File: src/rtl/apb4_master_bridge_if.sv
//==============================================================================
// Module      : apb4_master_bridge_if
// Description : Command/response and APB4 signal bundle for apb4_master_bridge.
// Revision    : 1.0 - initial release
//==============================================================================
`default_nettype none

interface apb4_master_bridge_if #(
    parameter int ADDR_WIDTH = 32,
    parameter int DATA_WIDTH = 32
);
    // Requester side
    logic                      cmd_valid_i;
    logic                      cmd_ready_o;
    logic                      cmd_write_i;
    logic [ADDR_WIDTH-1:0]     cmd_addr_i;
    logic [DATA_WIDTH-1:0]     cmd_wdata_i;
    logic [DATA_WIDTH/8-1:0]   cmd_wstrb_i;
    logic [2:0]                cmd_prot_i;
    logic                      rsp_valid_o;
    logic                      rsp_ready_i;
    logic [DATA_WIDTH-1:0]     rsp_rdata_o;
    logic                      rsp_err_o;
    logic                      rsp_timeout_o;

    // APB4 side
    logic [ADDR_WIDTH-1:0]     paddr_o;
    logic [2:0]                pprot_o;
    logic                      psel_o;
    logic                      penable_o;
    logic                      pwrite_o;
    logic [DATA_WIDTH-1:0]     pwdata_o;
    logic [DATA_WIDTH/8-1:0]   pstrb_o;
    logic [DATA_WIDTH-1:0]     prdata_i;
    logic                      pready_i;
    logic                      pslverr_i;

    // The bridge itself is the APB master
    modport master (
        input  cmd_valid_i, cmd_write_i, cmd_addr_i, cmd_wdata_i, cmd_wstrb_i,
               cmd_prot_i, rsp_ready_i, prdata_i, pready_i, pslverr_i,
        output cmd_ready_o, rsp_valid_o, rsp_rdata_o, rsp_err_o, rsp_timeout_o,
               paddr_o, pprot_o, psel_o, penable_o, pwrite_o, pwdata_o, pstrb_o
    );

    // Environment: requester plus peripheral
    modport slave (
        output cmd_valid_i, cmd_write_i, cmd_addr_i, cmd_wdata_i, cmd_wstrb_i,
               cmd_prot_i, rsp_ready_i, prdata_i, pready_i, pslverr_i,
        input  cmd_ready_o, rsp_valid_o, rsp_rdata_o, rsp_err_o, rsp_timeout_o,
               paddr_o, pprot_o, psel_o, penable_o, pwrite_o, pwdata_o, pstrb_o
    );
endinterface

`default_nettype wire

File: src/rtl/apb4_master_bridge.sv
//==============================================================================
// Module      : apb4_master_bridge
// Description : Single-outstanding command/response to APB4 initiator with timeout.
// Revision    : 1.0 - initial release
//==============================================================================
`default_nettype none

module apb4_master_bridge #(
    parameter int ADDR_WIDTH     = 32,
    parameter int DATA_WIDTH     = 32,
    parameter int TIMEOUT_CYCLES = 256
) (
    input  wire logic             clk_i,
    input  wire logic             rst_n_i,
    apb4_master_bridge_if.master  bus
);
    localparam int STRB_WIDTH = DATA_WIDTH / 8;
    localparam int CNT_WIDTH  = (TIMEOUT_CYCLES > 0) ? $clog2(TIMEOUT_CYCLES + 1) : 1;
    localparam logic [CNT_WIDTH:0] TIMEOUT_LIMIT = (CNT_WIDTH + 1)'(TIMEOUT_CYCLES);
    localparam logic [CNT_WIDTH:0] CNT_ONE       = {{CNT_WIDTH{1'b0}}, 1'b1};

    typedef enum logic [1:0] {
        IDLE   = 2'd0,
        SETUP  = 2'd1,
        ACCESS = 2'd2,
        RESP   = 2'd3
    } state_t;

    state_t                  state;
    logic [CNT_WIDTH-1:0]    wait_cnt;
    logic                    cmd_ready;
    logic                    rsp_valid;
    logic [DATA_WIDTH-1:0]   rsp_rdata;
    logic                    rsp_err;
    logic                    rsp_timeout;
    logic [ADDR_WIDTH-1:0]   paddr;
    logic [2:0]              pprot;
    logic                    psel;
    logic                    penable;
    logic                    pwrite;
    logic [DATA_WIDTH-1:0]   pwdata;
    logic [STRB_WIDTH-1:0]   pstrb;

    logic [CNT_WIDTH:0]      cnt_next;
    logic                    timeout_hit;

    // Wait count including the current stalled cycle; abort on the Nth stall
    assign cnt_next    = {1'b0, wait_cnt} + CNT_ONE;
    assign timeout_hit = (TIMEOUT_CYCLES != 0) && (cnt_next == TIMEOUT_LIMIT);

    always_ff @(posedge clk_i or negedge rst_n_i) begin
        if (!rst_n_i) begin
            state       <= IDLE;
            wait_cnt    <= '0;
            cmd_ready   <= 1'b0;
            rsp_valid   <= 1'b0;
            rsp_rdata   <= '0;
            rsp_err     <= 1'b0;
            rsp_timeout <= 1'b0;
            paddr       <= '0;
            pprot       <= '0;
            psel        <= 1'b0;
            penable     <= 1'b0;
            pwrite      <= 1'b0;
            pwdata      <= '0;
            pstrb       <= '0;
        end else begin
            case (state)
                IDLE: begin
                    cmd_ready <= 1'b1;
                    if (bus.cmd_valid_i && cmd_ready) begin
                        cmd_ready <= 1'b0;
                        pwrite    <= bus.cmd_write_i;
                        paddr     <= bus.cmd_addr_i;
                        pwdata    <= bus.cmd_wdata_i;
                        pstrb     <= bus.cmd_write_i ? bus.cmd_wstrb_i : '0;
                        pprot     <= bus.cmd_prot_i;
                        psel      <= 1'b1;
                        penable   <= 1'b0;
                        wait_cnt  <= '0;
                        state     <= SETUP;
                    end
                end
                SETUP: begin
                    penable <= 1'b1;
                    state   <= ACCESS;
                end
                ACCESS: begin
                    if (bus.pready_i) begin
                        psel        <= 1'b0;
                        penable     <= 1'b0;
                        rsp_valid   <= 1'b1;
                        rsp_err     <= bus.pslverr_i;
                        rsp_timeout <= 1'b0;
                        rsp_rdata   <= (!pwrite && !bus.pslverr_i) ? bus.prdata_i : '0;
                        state       <= RESP;
                    end else if (timeout_hit) begin
                        psel        <= 1'b0;
                        penable     <= 1'b0;
                        rsp_valid   <= 1'b1;
                        rsp_err     <= 1'b1;
                        rsp_timeout <= 1'b1;
                        rsp_rdata   <= '0;
                        state       <= RESP;
                    end else if (wait_cnt != {CNT_WIDTH{1'b1}}) begin
                        wait_cnt <= cnt_next[CNT_WIDTH-1:0];
                    end
                end
                RESP: begin
                    if (bus.rsp_ready_i) begin
                        rsp_valid <= 1'b0;
                        cmd_ready <= 1'b1;
                        state     <= IDLE;
                    end
                end
                default: begin
                    state <= IDLE;
                end
            endcase
        end
    end

    assign bus.cmd_ready_o   = cmd_ready;
    assign bus.rsp_valid_o   = rsp_valid;
    assign bus.rsp_rdata_o   = rsp_rdata;
    assign bus.rsp_err_o     = rsp_err;
    assign bus.rsp_timeout_o = rsp_timeout;
    assign bus.paddr_o       = paddr;
    assign bus.pprot_o       = pprot;
    assign bus.psel_o        = psel;
    assign bus.penable_o     = penable;
    assign bus.pwrite_o      = pwrite;
    assign bus.pwdata_o      = pwdata;
    assign bus.pstrb_o       = pstrb;

endmodule

`default_nettype wire

File: src/flat_wrapper.sv
// flat-port wrapper written by rule: the top's interface ports become plain ports
module apb4_master_bridge_flat 
#(
    parameter int ADDR_WIDTH     = 32,
    parameter int DATA_WIDTH     = 32,
    parameter int TIMEOUT_CYCLES = 256
)
  (clk_i, rst_n_i, bus_cmd_valid_i, bus_cmd_write_i, bus_cmd_addr_i, bus_cmd_wdata_i, bus_cmd_wstrb_i, bus_cmd_prot_i, bus_rsp_ready_i, bus_prdata_i, bus_pready_i, bus_pslverr_i, bus_cmd_ready_o, bus_rsp_valid_o, bus_rsp_rdata_o, bus_rsp_err_o, bus_rsp_timeout_o, bus_paddr_o, bus_pprot_o, bus_psel_o, bus_penable_o, bus_pwrite_o, bus_pwdata_o, bus_pstrb_o);
  apb4_master_bridge_if #(.ADDR_WIDTH(ADDR_WIDTH), .DATA_WIDTH(DATA_WIDTH)) bus_i ();
  input  wire logic clk_i;
  input  wire logic rst_n_i;
  input wire logic [$bits(bus_i.cmd_valid_i)-1:0] bus_cmd_valid_i;
  input wire logic [$bits(bus_i.cmd_write_i)-1:0] bus_cmd_write_i;
  input wire logic [$bits(bus_i.cmd_addr_i)-1:0] bus_cmd_addr_i;
  input wire logic [$bits(bus_i.cmd_wdata_i)-1:0] bus_cmd_wdata_i;
  input wire logic [$bits(bus_i.cmd_wstrb_i)-1:0] bus_cmd_wstrb_i;
  input wire logic [$bits(bus_i.cmd_prot_i)-1:0] bus_cmd_prot_i;
  input wire logic [$bits(bus_i.rsp_ready_i)-1:0] bus_rsp_ready_i;
  input wire logic [$bits(bus_i.prdata_i)-1:0] bus_prdata_i;
  input wire logic [$bits(bus_i.pready_i)-1:0] bus_pready_i;
  input wire logic [$bits(bus_i.pslverr_i)-1:0] bus_pslverr_i;
  output wire logic [$bits(bus_i.cmd_ready_o)-1:0] bus_cmd_ready_o;
  output wire logic [$bits(bus_i.rsp_valid_o)-1:0] bus_rsp_valid_o;
  output wire logic [$bits(bus_i.rsp_rdata_o)-1:0] bus_rsp_rdata_o;
  output wire logic [$bits(bus_i.rsp_err_o)-1:0] bus_rsp_err_o;
  output wire logic [$bits(bus_i.rsp_timeout_o)-1:0] bus_rsp_timeout_o;
  output wire logic [$bits(bus_i.paddr_o)-1:0] bus_paddr_o;
  output wire logic [$bits(bus_i.pprot_o)-1:0] bus_pprot_o;
  output wire logic [$bits(bus_i.psel_o)-1:0] bus_psel_o;
  output wire logic [$bits(bus_i.penable_o)-1:0] bus_penable_o;
  output wire logic [$bits(bus_i.pwrite_o)-1:0] bus_pwrite_o;
  output wire logic [$bits(bus_i.pwdata_o)-1:0] bus_pwdata_o;
  output wire logic [$bits(bus_i.pstrb_o)-1:0] bus_pstrb_o;
  assign bus_i.cmd_valid_i = bus_cmd_valid_i;
  assign bus_i.cmd_write_i = bus_cmd_write_i;
  assign bus_i.cmd_addr_i = bus_cmd_addr_i;
  assign bus_i.cmd_wdata_i = bus_cmd_wdata_i;
  assign bus_i.cmd_wstrb_i = bus_cmd_wstrb_i;
  assign bus_i.cmd_prot_i = bus_cmd_prot_i;
  assign bus_i.rsp_ready_i = bus_rsp_ready_i;
  assign bus_i.prdata_i = bus_prdata_i;
  assign bus_i.pready_i = bus_pready_i;
  assign bus_i.pslverr_i = bus_pslverr_i;
  assign bus_cmd_ready_o = bus_i.cmd_ready_o;
  assign bus_rsp_valid_o = bus_i.rsp_valid_o;
  assign bus_rsp_rdata_o = bus_i.rsp_rdata_o;
  assign bus_rsp_err_o = bus_i.rsp_err_o;
  assign bus_rsp_timeout_o = bus_i.rsp_timeout_o;
  assign bus_paddr_o = bus_i.paddr_o;
  assign bus_pprot_o = bus_i.pprot_o;
  assign bus_psel_o = bus_i.psel_o;
  assign bus_penable_o = bus_i.penable_o;
  assign bus_pwrite_o = bus_i.pwrite_o;
  assign bus_pwdata_o = bus_i.pwdata_o;
  assign bus_pstrb_o = bus_i.pstrb_o;
  apb4_master_bridge #(.ADDR_WIDTH(ADDR_WIDTH), .DATA_WIDTH(DATA_WIDTH), .TIMEOUT_CYCLES(TIMEOUT_CYCLES)) u_core (.clk_i(clk_i), .rst_n_i(rst_n_i), .bus(bus_i));
endmodule
File: config.mk
export PLATFORM = sky130hd
export DESIGN_NAME = apb4_master_bridge_flat
export DESIGN_NICKNAME = d
export VERILOG_FILES = /design/src/rtl/apb4_master_bridge_if.sv /design/src/rtl/apb4_master_bridge.sv /design/src/flat_wrapper.sv
export SDC_FILE = /design/constraint.sdc
export NUM_CORES = 1
export LEC_CHECK = 0
export CORE_AREA = 2 2 87 131
export CTS_BUF_LIST = sky130_fd_sc_hd__clkbuf_4
export CTS_CLUSTER_SIZE = 16
export DETAILED_ROUTE_END_ITERATION = 10
export DIE_AREA = 0 0 89 133
export GPL_ROUTABILITY_DRIVEN = 0
export PLACE_DENSITY = 0.84
export SLEW_MARGIN = 20
export SYNTH_ARGS = -nofsm -noshare
export SYNTH_HDL_FRONTEND = slang
export SYNTH_SLANG_ARGS = --single-unit
File: constraint.sdc
create_clock -name clk_i -period 3.9 [get_ports clk_i]
set_input_delay 0.78 -clock clk_i [delete_from_list [all_inputs] [get_ports clk_i]]
set_output_delay 0.78 -clock clk_i [all_outputs]
set_load 0.01 [all_outputs]
Yosys cells after proc, flatten, opt, wreduce, memory -nomap -nowiden
Index checks and enable logic that the tools add are counted.
{ "classes": {"n_addsub": 1, "eq_ne": 11, "mux": 29, "reduce_logical": 18} }
{ "ops": {"columns": ["operator", "count"], "rows": [
  ["$mux 32", 3],
  ["$mux 9", 4],
  ["$pmux 9 s2", 1],
  ["$reduce_and 3->1", 4],
  ["$mux 1", 11],
  ["$add 9x1->10 const B", 1],
  ["$eq 10x9->1 const B", 1],
  ["$ne 9x9->1 const B", 1],
  ["$mux 2", 4],
  ["$pmux 2 s4", 1],
  ["$reduce_bool 2->1", 4],
  ["$ne 2x2->1 const B", 3],
  ["$pmux 1 s2", 3],
  ["$reduce_and 2->1", 3],
  ["$reduce_and 5->1", 1],
  ["$eq 2x2->1 const B", 2],
  ["$mux 4", 1],
  ["$ne 2x1->1 const B", 2],
  ["$ne 3x2->1 const B", 1],
  ["$pmux 1 s3", 1],
  ["$reduce_bool 3->1", 1],
  ["$eq 2x1->1 const B", 1],
  ["$logic_and 1x1->1", 2],
  ["$logic_not 1->1", 2],
  ["$logic_not 2->1", 1]
]} }
{ "word_totals": {"register_bits": 121, "in_bits": 110, "wordCells": 73} }

Longest topological paths before layout
Gate-level depths: netlist of the first run.
{ "logic_depth": {"word_depth": 5, "mapped_depth": 10} }

Worst setup path after synthesis of the first run
OpenSTA, ideal clock, no wires.
{ "synth_path": {"path_type": "reg-to-reg", "startpoint": "reg u_core.wait_cnt[0]", "endpoint": "reg u_core.state[1]", "arrival_ps": 2398, "setup_slack_ps": 1375, "path_stages_with_launch": 10, "n_path_buf": 0, "period_less_slack_ps": 2525, "path_cell_list": "dfrtp_1 > ha_1 > nand4_1 > nor2_1 > ha_1 > o2111ai_1 > nor4b_4 > a21oi_4 > a211oi_2 > mux2_1"} }
{ "synth_via": {"elab_chain_cells": 4} }
{ "synth_rtl": {"columns": ["element", "line_no", "source"], "rows": [
  ["start: declaration", "apb4_master_bridge.sv:30", "logic [CNT_WIDTH-1:0] wait_cnt;"],
  ["start signal: assignment", "apb4_master_bridge.sv:106", "wait_cnt <= cnt_next[CNT_WIDTH-1:0];"],
  ["$add 9x1->10", "apb4_master_bridge.sv:48", "assign cnt_next = {1'b0, wait_cnt} + CNT_ONE;"],
  ["$eq 10x9->1", "apb4_master_bridge.sv:49", "assign timeout_hit = (TIMEOUT_CYCLES != 0) && (cnt_next == TIMEOUT_LIMIT);"],
  ["$ne 3x2->1 (no line)", null, null],
  ["$reduce_and 3->1 (no line)", null, null],
  ["end signal: assignment", "apb4_master_bridge.sv:53", "state <= IDLE;"],
  ["end signal: assignment", "apb4_master_bridge.sv:81", "state <= SETUP;"],
  ["end signal: assignment", "apb4_master_bridge.sv:86", "state <= ACCESS;"],
  ["end: declaration", "apb4_master_bridge.sv:29", "state_t state;"]
]} }
Every way passes these cells.
A chain may end at the register's enable or synchronous reset.

Final worst setup path of the first run
Same ends and word-level chain as after synthesis.

==> flow_summary.html, run 1 <==
<table>
<tr><th>Metric</th><th>Value</th></tr>
<tr><th colspan="2">Outcome</th></tr>
<tr><td>Result of the run</td><td>complete, no violations</td></tr>
<tr><th colspan="2">Placed design</th></tr>
<tr><td>Count of input and output buffers</td><td>219</td></tr>
<tr><td>DP HPWL</td><td>between 9000 and 10000 microns</td></tr>
<tr><td>Dpl ws</td><td>between 1000 and 1500 ps</td></tr>
<tr><th colspan="2">Floorplanning</th></tr>
<tr><td>Area inside the core boundary</td><td>10800 sq um</td></tr>
<tr><td>DIE AREA</td><td>11800 sq um</td></tr>
<tr><td>Die height</td><td>approximately 130 microns</td></tr>
<tr><td>Starting utilization of the core area</td><td>45.6%</td></tr>
<tr><td>IO Pins</td><td>between 200 and 250</td></tr>
<tr><td>Number of core rows</td><td>47</td></tr>
<tr><td>Die W</td><td>89 microns</td></tr>
<tr><th colspan="2">Global routing</th></tr>
<tr><td>Overall overflow remaining after global route</td><td>0</td></tr>
<tr><td>Overall Global Routing Usage</td><td>23.2%</td></tr>
<tr><td>Pin count of the biggest net entering global routing</td><td>a little under 80</td></tr>
<tr><td>Initial antenna violation count</td><td>1</td></tr>
<tr><td>Vias in the first global route</td><td>3962</td></tr>
<tr><td>Global-route wire length before repair</td><td>around 21000 microns</td></tr>
<tr><th colspan="2">Drt</th></tr>
<tr><td>Remaining antenna violation count</td><td>0</td></tr>
<tr><td>Length of the first detailed-routing pass in iterations</td><td>4</td></tr>
<tr><td>Initial drt markers</td><td>about 120</td></tr>
<tr><td>Final WL</td><td>13200 microns</td></tr>
<tr><td>Met2 routed wirelength</td><td>7070 microns</td></tr>
<tr><td>Via count of the routed design</td><td>3774</td></tr>
<tr><td>Average detailed-routed wire length per instance</td><td>18.1 microns</td></tr>
<tr><td>Average via count per standard cell</td><td>about 5.2</td></tr>
<tr><td>Post-route met1 wirelength</td><td>4710 microns</td></tr>
<tr><td>Uppermost routed layer</td><td>met4</td></tr>
<tr><td>Drt drc</td><td>0</td></tr>
<tr><td>Length of routed met3 wiring</td><td>between 800 and 900 microns</td></tr>
<tr><th colspan="2">STA</th></tr>
<tr><td>Clk_skew</td><td>around 28 ps</td></tr>
<tr><td>Measured slew at the worst slew-check pin</td><td>970 ps</td></tr>
<tr><td>Setup repair after global routing missed its margin</td><td>no</td></tr>
<tr><td>Tcrit/Tclk final</td><td>70.0%</td></tr>
<tr><td>Highest attainable clock frequency</td><td>about 370 MHz</td></tr>
<tr><td>Setup_tns</td><td>0 ps</td></tr>
<tr><td>Final period demand of the worst path</td><td>2730 ps</td></tr>
<tr><td>Worst max-slew margin expressed relative to the limit</td><td>35.3%</td></tr>
<tr><td>Final Max Slew Viols</td><td>0</td></tr>
<tr><td>Final Hold Viols</td><td>0</td></tr>
<tr><td>Setup violators final</td><td>0</td></tr>
<tr><td>Final WS setup</td><td>1170 ps</td></tr>
<tr><th colspan="2">Clocking</th></tr>
<tr><td>Clk sink count</td><td>121</td></tr>
<tr><td># resized after CTS</td><td>0</td></tr>
<tr><td>Post-CTS setup buffer count</td><td>0</td></tr>
<tr><td>Cts hold-fix bufs</td><td>0</td></tr>
<tr><td>Clock network latency to the later pin of the worst-skew pair</td><td>520 ps</td></tr>
<tr><td>Clock buffers created by TritonCTS</td><td>17</td></tr>
<tr><td>Clock transition time at the flip-flop clock pins of the worst setup and hold paths</td><td>between 100 and 150 ps</td></tr>
<tr><td>CTS tree</td><td>yes</td></tr>
<tr><td>Max Root-Sink Buffers</td><td>2</td></tr>
<tr><td>Number of H-tree branching levels</td><td>4</td></tr>
<tr><td>Clock root buffer</td><td>sky130_fd_sc_hd__clkbuf_4</td></tr>
<tr><th colspan="2">Yosys</th></tr>
<tr><td>Syn Std Cell Area</td><td>4940 sq um</td></tr>
<tr><td>Adder-cell area share of the yosys netlist</td><td>under 10%</td></tr>
<tr><td>Synthesis warning total</td><td>0</td></tr>
<tr><td>Number of synthesized register bits</td><td>121</td></tr>
<tr><td>Largest family of logic cells by synthesized area</td><td>multiplexers</td></tr>
<tr><td>Synthesized-area fraction occupied by xor and xnor cells</td><td>0.355%</td></tr>
<tr><td>Number of synthesized flops with an enable pin</td><td>0</td></tr>
<tr><td>Fraction of synthesized area in multiplexers</td><td>16.6%</td></tr>
<tr><td>Basic-gate share of the synthesized area counting and, or, nand and nor cells</td><td>5.17%</td></tr>
<tr><td>Most used DFF post-synth</td><td>sky130_fd_sc_hd__dfrtp_1</td></tr>
<tr><td>FFs w/ async S/R, synth</td><td>100%</td></tr>
<tr><td>Post-synthesis cell count</td><td>346</td></tr>
<tr><td>Share of synthesized area occupied by flip-flops and latches</td><td>61.3%</td></tr>
<tr><td>Post-synth cell types</td><td>50</td></tr>
<tr><td>Compound-gate portion of the synthesized area</td><td>12.3%</td></tr>
<tr><td>Avg Inst Size Synth</td><td>14.3 sq um</td></tr>
<tr><td>Post-synthesis net count</td><td>463</td></tr>
<tr><th colspan="2">Setup path</th></tr>
<tr><td>Cell with the largest stage delay on the worst path</td><td>sky130_fd_sc_hd__dfrtp_1</td></tr>
<tr><td>Arrival @ worst endpoint</td><td>between 3000 and 4000 ps</td></tr>
<tr><td>Bufs and invs on worst path</td><td>0</td></tr>
<tr><td>Capture point of the worst reg-to-reg path</td><td>u_core.state[1]</td></tr>
<tr><td>Cells along the critical path</td><td>ha_1 &gt; nand4_1 &gt; nor2_1 &gt; ha_1 &gt; o2111ai_1 &gt; nor4b_4 &gt; a21oi_4 &gt; a211oi_2 &gt; mux2_1</td></tr>
<tr><td>Launching element type of the critical path</td><td>flip-flop</td></tr>
<tr><td>Worst reg-to-reg setup slack</td><td>1170 ps</td></tr>
<tr><td>Endpoint class of the critical path</td><td>flip-flop</td></tr>
<tr><td>Cell mode on critical path</td><td>sky130_fd_sc_hd__ha_1</td></tr>
<tr><td>Path type of the worst setup path</td><td>reg2reg</td></tr>
<tr><td>Kind of cell adding the most delay to the critical path</td><td>simple AND/OR/NAND/NOR gates</td></tr>
<tr><td>Critical path required time</td><td>around 4300 ps</td></tr>
<tr><td>Start of the worst register-to-register path</td><td>u_core.wait_cnt[0]</td></tr>
<tr><td>Highest fanout seen on the critical path</td><td>6</td></tr>
<tr><td>Start point of the critical path</td><td>u_core.wait_cnt[0]</td></tr>
<tr><td>Delay of the slowest critical-path stage</td><td>450 ps</td></tr>
<tr><td>Worst reg2reg path depth</td><td>9</td></tr>
<tr><th colspan="2">Cells and area</th></tr>
<tr><td>Register area</td><td>3030 sq um</td></tr>
<tr><td>Area occupied by multi-input gates</td><td>1800 sq um</td></tr>
<tr><td>Synthesis-to-layout area growth</td><td>53.8%</td></tr>
<tr><td>Post-Route Utilization</td><td>70.2%</td></tr>
<tr><td>Fraction of layout cells with a size suffix above 1</td><td>19.9%</td></tr>
<tr><td>Filler cell count in the final layout</td><td>roughly 820</td></tr>
<tr><td>Final net count</td><td>687</td></tr>
<tr><th colspan="2">Pwr</th></tr>
<tr><td>Power density over the cells</td><td>between 700 and 800 nW/um^2</td></tr>
<tr><td>Final Total Pwr</td><td>5.97 mW</td></tr>
<tr><td>Leakage dissipation</td><td>3.25 nW</td></tr>
<tr><td>Worst vdd rail ir drop</td><td>0.425 mV</td></tr>
<tr><th colspan="2">Run</th></tr>
<tr><td>Reported max-cap violation count</td><td>0</td></tr>
<tr><th colspan="2">Worst hold path</th></tr>
<tr><td>Worst min path class</td><td>in2async</td></tr>
</table>
routing by layer:
metal | global-route usage [%] | vias up
li1 | - | 1725
met1 | 24.9 | 1842
met2 | 39.8 | 165
met3 | 6.67 | 42
met4 | 13.2 | 0
met5 | 0 | -
cell usage after synthesis, types with 5 or more instances:
cell,number,area [sq um]
sky130_fd_sc_hd__buf_1,5,18.8
sky130_fd_sc_hd__dfrtp_1,121,3030
sky130_fd_sc_hd__o21ai_0,12,60.1
sky130_fd_sc_hd__a22o_1,36,315
sky130_fd_sc_hd__nand2_1,15,56.3
sky130_fd_sc_hd__o21ai_1,5,25.0
sky130_fd_sc_hd__inv_1,8,30.0
sky130_fd_sc_hd__ha_1,7,87.6
sky130_fd_sc_hd__mux2_2,68,766
sky130_fd_sc_hd__clkbuf_1,7,26.3
sky130_fd_sc_hd__nor2_1,10,37.5
report_power, final:
part	internal, mW	switching (mW)
Sequential	1.86	0.364
Clock	0.519	0.459
Combinational	1.67	1.10
Total	4.05	1.92
through the flow:
stage               hold WS [ps]  instances  instance area (sq um)
finish                       392        730                   7590
global route                 436        730                   7590
detailed placement           471        698                   7270
global placement             464        698                   7270
CTS                          390        729                   7590
floorplan                    484        346                   4940
cell type report:
cell class	count	share of cell area (%)
sequential	121	39.9
timing repair buffer	222	29.3
multi-input combinational	200	23.8
tap	147	2.42
clock inverter	12	2.32
clock buffer	19	1.88
inverter	8	0.396
antenna	1	0.0330
placed cells by master (no fill, tap or decap), types with 3 or more instances in the layout:
master / netlist / final
sky130_fd_sc_hd__a22o_1: 36 / 36
sky130_fd_sc_hd__buf_4: 1 / 3
sky130_fd_sc_hd__bufinv_16: 0 / 4
sky130_fd_sc_hd__clkbuf_4: 0 / 19
sky130_fd_sc_hd__clkdlybuf4s50_1: 0 / 218
sky130_fd_sc_hd__clkinv_2: 0 / 3
sky130_fd_sc_hd__clkinv_4: 0 / 3
sky130_fd_sc_hd__dfrtp_1: 121 / 121
sky130_fd_sc_hd__ha_1: 7 / 7
sky130_fd_sc_hd__inv_1: 8 / 8
sky130_fd_sc_hd__mux2_1: 3 / 3
sky130_fd_sc_hd__mux2_2: 68 / 68
sky130_fd_sc_hd__nand2_1: 15 / 15
sky130_fd_sc_hd__nor2_1: 10 / 9
sky130_fd_sc_hd__o21ai_0: 12 / 12
sky130_fd_sc_hd__o21ai_1: 5 / 5
kinds of logic after synthesis:
group                    Yosys count
buffers and inverters             25
adder cells (fa/ha/maj)            7
AO/OA/AOI/OAI                     75
AND/OR/NAND/NOR                   43
XOR/XNOR                           2
multiplexers                      73
flip-flops                       121
sequential cells by signal, indices dropped and copies added, names as in the netlist:
name                      flops
u_core.wait_cnt               9
u_core.bus.pwrite_o           1
u_core.bus.psel_o             1
u_core.bus.rsp_err_o          1
u_core.bus.rsp_timeout_o      1
u_core.bus.cmd_ready_o        1
u_core.bus.pstrb_o            4
u_core.bus.penable_o          1
u_core.state                  2
u_core.bus.rsp_valid_o        1
u_core.bus.paddr_o           32
u_core.bus.pprot_o            3
u_core.bus.pwdata_o          32
u_core.bus.rsp_rdata_o       32
worst reg2reg max path: stages (launching register included):
cell	delay (ps)
sky130_fd_sc_hd__dfrtp_1	450
sky130_fd_sc_hd__ha_1	300
sky130_fd_sc_hd__nand4_1	160
sky130_fd_sc_hd__nor2_1	80
sky130_fd_sc_hd__ha_1	290
sky130_fd_sc_hd__o2111ai_1	150
sky130_fd_sc_hd__nor4b_4	420
sky130_fd_sc_hd__a21oi_4	140
sky130_fd_sc_hd__a211oi_2	280
sky130_fd_sc_hd__mux2_1	340
worst max path at each step:
stage                                         to  slack, ps  cells past startpoint
after global placement    u_core.bus.paddr_o[14]       1180                      4
after floorplan                  u_core.state[1]       1370                      9
after CTS                        u_core.state[1]       1170                      9
after global routing             u_core.state[1]        970                      9
final                            u_core.state[1]       1170                      9
after detailed placement  u_core.bus.paddr_o[17]       1150                      4
No activity file was read; power rests on OpenSTA's default activity.
==> run 2, diff against run 1 <==
--- a/config.mk
+++ b/config.mk
@@ -5,13 +5,13 @@
 export SDC_FILE = /design/constraint.sdc
 export NUM_CORES = 1
 export LEC_CHECK = 0
-export CORE_AREA = 2 2 87 131
+export CORE_AREA = 2 2 95 143
 export CTS_BUF_LIST = sky130_fd_sc_hd__clkbuf_4
 export CTS_CLUSTER_SIZE = 16
 export DETAILED_ROUTE_END_ITERATION = 10
-export DIE_AREA = 0 0 89 133
+export DIE_AREA = 0 0 97 145
 export GPL_ROUTABILITY_DRIVEN = 0
-export PLACE_DENSITY = 0.84
+export PLACE_DENSITY = 0.75
 export SLEW_MARGIN = 20
 export SYNTH_ARGS = -nofsm -noshare
 export SYNTH_HDL_FRONTEND = slang
==> constraint.sdc (replaced) <==
create_clock -name clk_i -period 2.3 [get_ports clk_i]
set_input_delay 0.46 -clock clk_i [delete_from_list [all_inputs] [get_ports clk_i]]
set_output_delay 0.46 -clock clk_i [all_outputs]
set_load 0.01 [all_outputs]
==> flow_summary.html, run 2 (synthesized netlist as in run 1, its figures left out) <==
<table>
<tr><th>Metric</th><th>Value</th></tr>
<tr><th colspan="2">Outcome</th></tr>
<tr><td>Result of the run</td><td>finished with violations</td></tr>
<tr><td>Violated checks</td><td>negative setup slack</td></tr>
<tr><th colspan="2">Drt</th></tr>
<tr><td>Final WL</td><td>14200 microns</td></tr>
<tr><td>Average via count per standard cell</td><td>5.10</td></tr>
<tr><td>Remaining antenna violation count</td><td>0</td></tr>
<tr><td>Via count of the routed design</td><td>3932</td></tr>
<tr><td>Drt drc</td><td>0</td></tr>
<tr><td>Length of the first detailed-routing pass in iterations</td><td>4</td></tr>
<tr><td>Initial drt markers</td><td>99</td></tr>
<tr><td>Average detailed-routed wire length per instance</td><td>about 18 microns</td></tr>
<tr><th colspan="2">Clocking</th></tr>
<tr><td>CTS tree</td><td>yes</td></tr>
<tr><td>Clock root buffer</td><td>sky130_fd_sc_hd__clkbuf_4</td></tr>
<tr><td>Max Root-Sink Buffers</td><td>2</td></tr>
<tr><td>Clock buffers created by TritonCTS</td><td>17</td></tr>
<tr><td>Clk sink count</td><td>121</td></tr>
<tr><td>Clock transition time at the flip-flop clock pins of the worst setup and hold paths</td><td>roughly 120 ps</td></tr>
<tr><td>Number of H-tree branching levels</td><td>4</td></tr>
<tr><td>Clock network latency to the later pin of the worst-skew pair</td><td>530 ps</td></tr>
<tr><th colspan="2">STA</th></tr>
<tr><td>Worst max-slew margin expressed relative to the limit</td><td>69.1%</td></tr>
<tr><td>Final Max Slew Viols</td><td>0</td></tr>
<tr><td>Final period demand of the worst path</td><td>2440 ps</td></tr>
<tr><td>Tcrit/Tclk final</td><td>106%</td></tr>
<tr><td>Final Hold Viols</td><td>0</td></tr>
<tr><td>Setup repair after global routing missed its margin</td><td>yes</td></tr>
<tr><td>Final WS setup</td><td>-136 ps</td></tr>
<tr><td>Setup_tns</td><td>-2650 ps</td></tr>
<tr><td>Setup violators final</td><td>42</td></tr>
<tr><td>Clk_skew</td><td>28.0 ps</td></tr>
<tr><td>Highest attainable clock frequency</td><td>just over 400 MHz</td></tr>
<tr><td>Measured slew at the worst slew-check pin</td><td>464 ps</td></tr>
<tr><th colspan="2">Cells and area</th></tr>
<tr><td>Synthesis-to-layout area growth</td><td>60.5%</td></tr>
<tr><td>Final net count</td><td>about 700</td></tr>
<tr><td>Area occupied by multi-input gates</td><td>between 1500 and 2000 sq um</td></tr>
<tr><td>Commonest non-fill, non-tap cells in the layout</td><td>sky130_fd_sc_hd__clkdlybuf4s50_1 (218), sky130_fd_sc_hd__dfrtp_1 (120), sky130_fd_sc_hd__mux2_2 (68)</td></tr>
<tr><td>Layout Cell Area excl Fill</td><td>around 7900 sq um</td></tr>
<tr><td>Most frequent standard cell in the layout excluding fill and tap cells</td><td>sky130_fd_sc_hd__clkdlybuf4s50_1</td></tr>
<tr><td>Antenna diodes</td><td>0</td></tr>
<tr><td>Register area</td><td>3030 sq um</td></tr>
<tr><td>Filler cell count in the final layout</td><td>just over 1000</td></tr>
<tr><td>Fraction of layout cells with a size suffix above 1</td><td>24.8%</td></tr>
<tr><th colspan="2">Pwr</th></tr>
<tr><td>Power density over the cells</td><td>1300 nW/um^2</td></tr>
<tr><td>Leakage dissipation</td><td>around 3.4 nW</td></tr>
<tr><td>Worst vdd rail ir drop</td><td>0.586 mV</td></tr>
<tr><td>Proportion of total power due to net switching</td><td>33.6%</td></tr>
<tr><td>Sw power</td><td>3.48 mW</td></tr>
<tr><td>Sequential share of power</td><td>36.0%</td></tr>
<tr><td>Internal Pwr Total</td><td>6.86 mW</td></tr>
<tr><td>Share of power burned in combinational logic</td><td>49.3%</td></tr>
<tr><td>Clock share of power</td><td>about 15%</td></tr>
<tr><th colspan="2">Floorplanning</th></tr>
<tr><td>Area inside the core boundary</td><td>12800 sq um</td></tr>
<tr><td>DIE AREA</td><td>around 14000 sq um</td></tr>
<tr><td>Die W</td><td>97 microns</td></tr>
<tr><td>Number of core rows</td><td>51</td></tr>
<tr><td>Starting utilization of the core area</td><td>about two fifths</td></tr>
<tr><td>IO Pins</td><td>220</td></tr>
<tr><td>Die height</td><td>145 microns</td></tr>
<tr><th colspan="2">Global routing</th></tr>
<tr><td>Overall Global Routing Usage</td><td>between 10% and 20%</td></tr>
<tr><td>Global-route wire length before repair</td><td>21900 microns</td></tr>
<tr><td>Overall overflow remaining after global route</td><td>0</td></tr>
<tr><td>Pin count of the biggest net entering global routing</td><td>66</td></tr>
<tr><td>Initial antenna violation count</td><td>0</td></tr>
<tr><td>Vias in the first global route</td><td>4154</td></tr>
<tr><th colspan="2">Setup path</th></tr>
<tr><td>Launching element type of the critical path</td><td>flip-flop</td></tr>
<tr><td>Cells along the critical path</td><td>ha_4 &gt; nand4_1 &gt; nor2_1 &gt; ha_1 &gt; o2111ai_2 &gt; nor4b_4 &gt; a21o_4 &gt; nor4_4 &gt; buf_4 &gt; mux2_4</td></tr>
<tr><td>Endpoint class of the critical path</td><td>flip-flop</td></tr>
<tr><td>Cell with the largest stage delay on the worst path</td><td>sky130_fd_sc_hd__dfrtp_1</td></tr>
<tr><td>Critical path required time</td><td>about 2700 ps</td></tr>
<tr><td>Delay of the slowest critical-path stage</td><td>430 ps</td></tr>
<tr><td>Highest fanout seen on the critical path</td><td>7</td></tr>
<tr><td>Worst reg-to-reg setup slack</td><td>-140 ps</td></tr>
<tr><td>Path type of the worst setup path</td><td>reg2reg</td></tr>
<tr><td>Arrival @ worst endpoint</td><td>2850 ps</td></tr>
<tr><th colspan="2">Placed design</th></tr>
<tr><td>Dpl ws</td><td>-91.2 ps</td></tr>
<tr><td>DP HPWL</td><td>10300 microns</td></tr>
<tr><td>Count of input and output buffers</td><td>between 200 and 250</td></tr>
<tr><td>Placed inst area</td><td>7490 sq um</td></tr>
<tr><th colspan="2">Worst hold path</th></tr>
<tr><td>Worst min path class</td><td>in2async</td></tr>
<tr><th colspan="2">Run</th></tr>
<tr><td>Reported max-cap violation count</td><td>0</td></tr>
</table>
-- run 2: cell count changes in the layout (fill, tap and decap cells not counted), moves of 2 or more --
| cell | change |
|---|---|
| sky130_fd_sc_hd__o21ai_2 | +2 |
| sky130_fd_sc_hd__mux2_1 | -2 |
| sky130_fd_sc_hd__inv_6 | +2 |
| sky130_fd_sc_hd__o21ai_0 | -2 |
| sky130_fd_sc_hd__mux2_4 | +2 |
| sky130_fd_sc_hd__buf_4 | +19 |
| sky130_fd_sc_hd__buf_12 | +4 |
| sky130_fd_sc_hd__bufinv_16 | -2 |
| sky130_fd_sc_hd__nand2_8 | +3 |
| sky130_fd_sc_hd__clkinvlp_4 | +2 |
-- run 2: final cells by class --
type,count,share of cell area (%)
Clock buffer,18,1.71
Timing Repair Buffer,248,31.3
Multi-Input combinational cell,203,24.0
Inverter,8,0.379
Tap cell,159,2.51
Sequential cell,121,38.2
Clock inverter,14,1.86
-- run 2: worst paths after layout --
path / from / end / cells past startpoint
min in group clk_i: u_core.bus.pstrb_o[3] / u_core.bus.pstrb_o[3] / 2
hold reg to reg: u_core.bus.pstrb_o[3] / u_core.bus.pstrb_o[3] / 2
setup / recovery: u_core.wait_cnt[1] / u_core.wait_cnt[0] / 10
hold / removal: rst_n_i / u_core.bus.paddr_o[14] / 2
setup reg to reg: u_core.wait_cnt[1] / u_core.wait_cnt[0] / 10
max in group asynchronous: rst_n_i / u_core.bus.pwdata_o[0] / 3
-- run 2: worst max-delay path: cells and delay by family, from the launching register on --
family	cells	cell delay [ps]
DFF	1	430
AOI/OAI and AO/OA	2	380
adders and majority gates	2	500
muxes	1	270
and+or+nand+nor	4	570
buffers and inverters	1	170
-- run 2: metal layers --
metal	track usage, %	wire, microns	vias to the layer above
met5	0	0	-
met4	8.94	455	0
met3	5.11	760	29
met2	36.0	7810	151
met1	21.5	5170	1957
li1	-	-	1795
-- run 2: power groups by stage --
stage                     sequential (mW)  combinational [mW]  clock (mW)
after CTS                            3.73                5.04        1.55
after global placement               3.72                4.86           0
final                                3.72                5.10        1.52
after detailed placement             3.77                4.99           0
after floorplan                      4.19                1.73           0
after global routing                 3.86                5.39        1.65
-- run 2: stage by stage --
stage	hold WS (ps)	total power, mW	std cells	utilization [%]
final	413	10.3	771	61.8
after global routing	414	10.9	771	61.8
after CTS	397	10.3	765	61.0
after detailed placement	445	8.76	729	58.4
after global placement	428	8.58	729	58.4
after floorplan	164	5.92	346	-
-- run 2: what timing repair did --
action | in CTS | in global routing
resized for setup | 2 | 9
endpoints found under the setup margin | 40 | 45
hold buffers | 1 | 0
buffers inserted | 3 | 6
pin swaps | 2 | 9
gates cloned | 0 | 3
endpoints found under the hold margin | 31 | 0
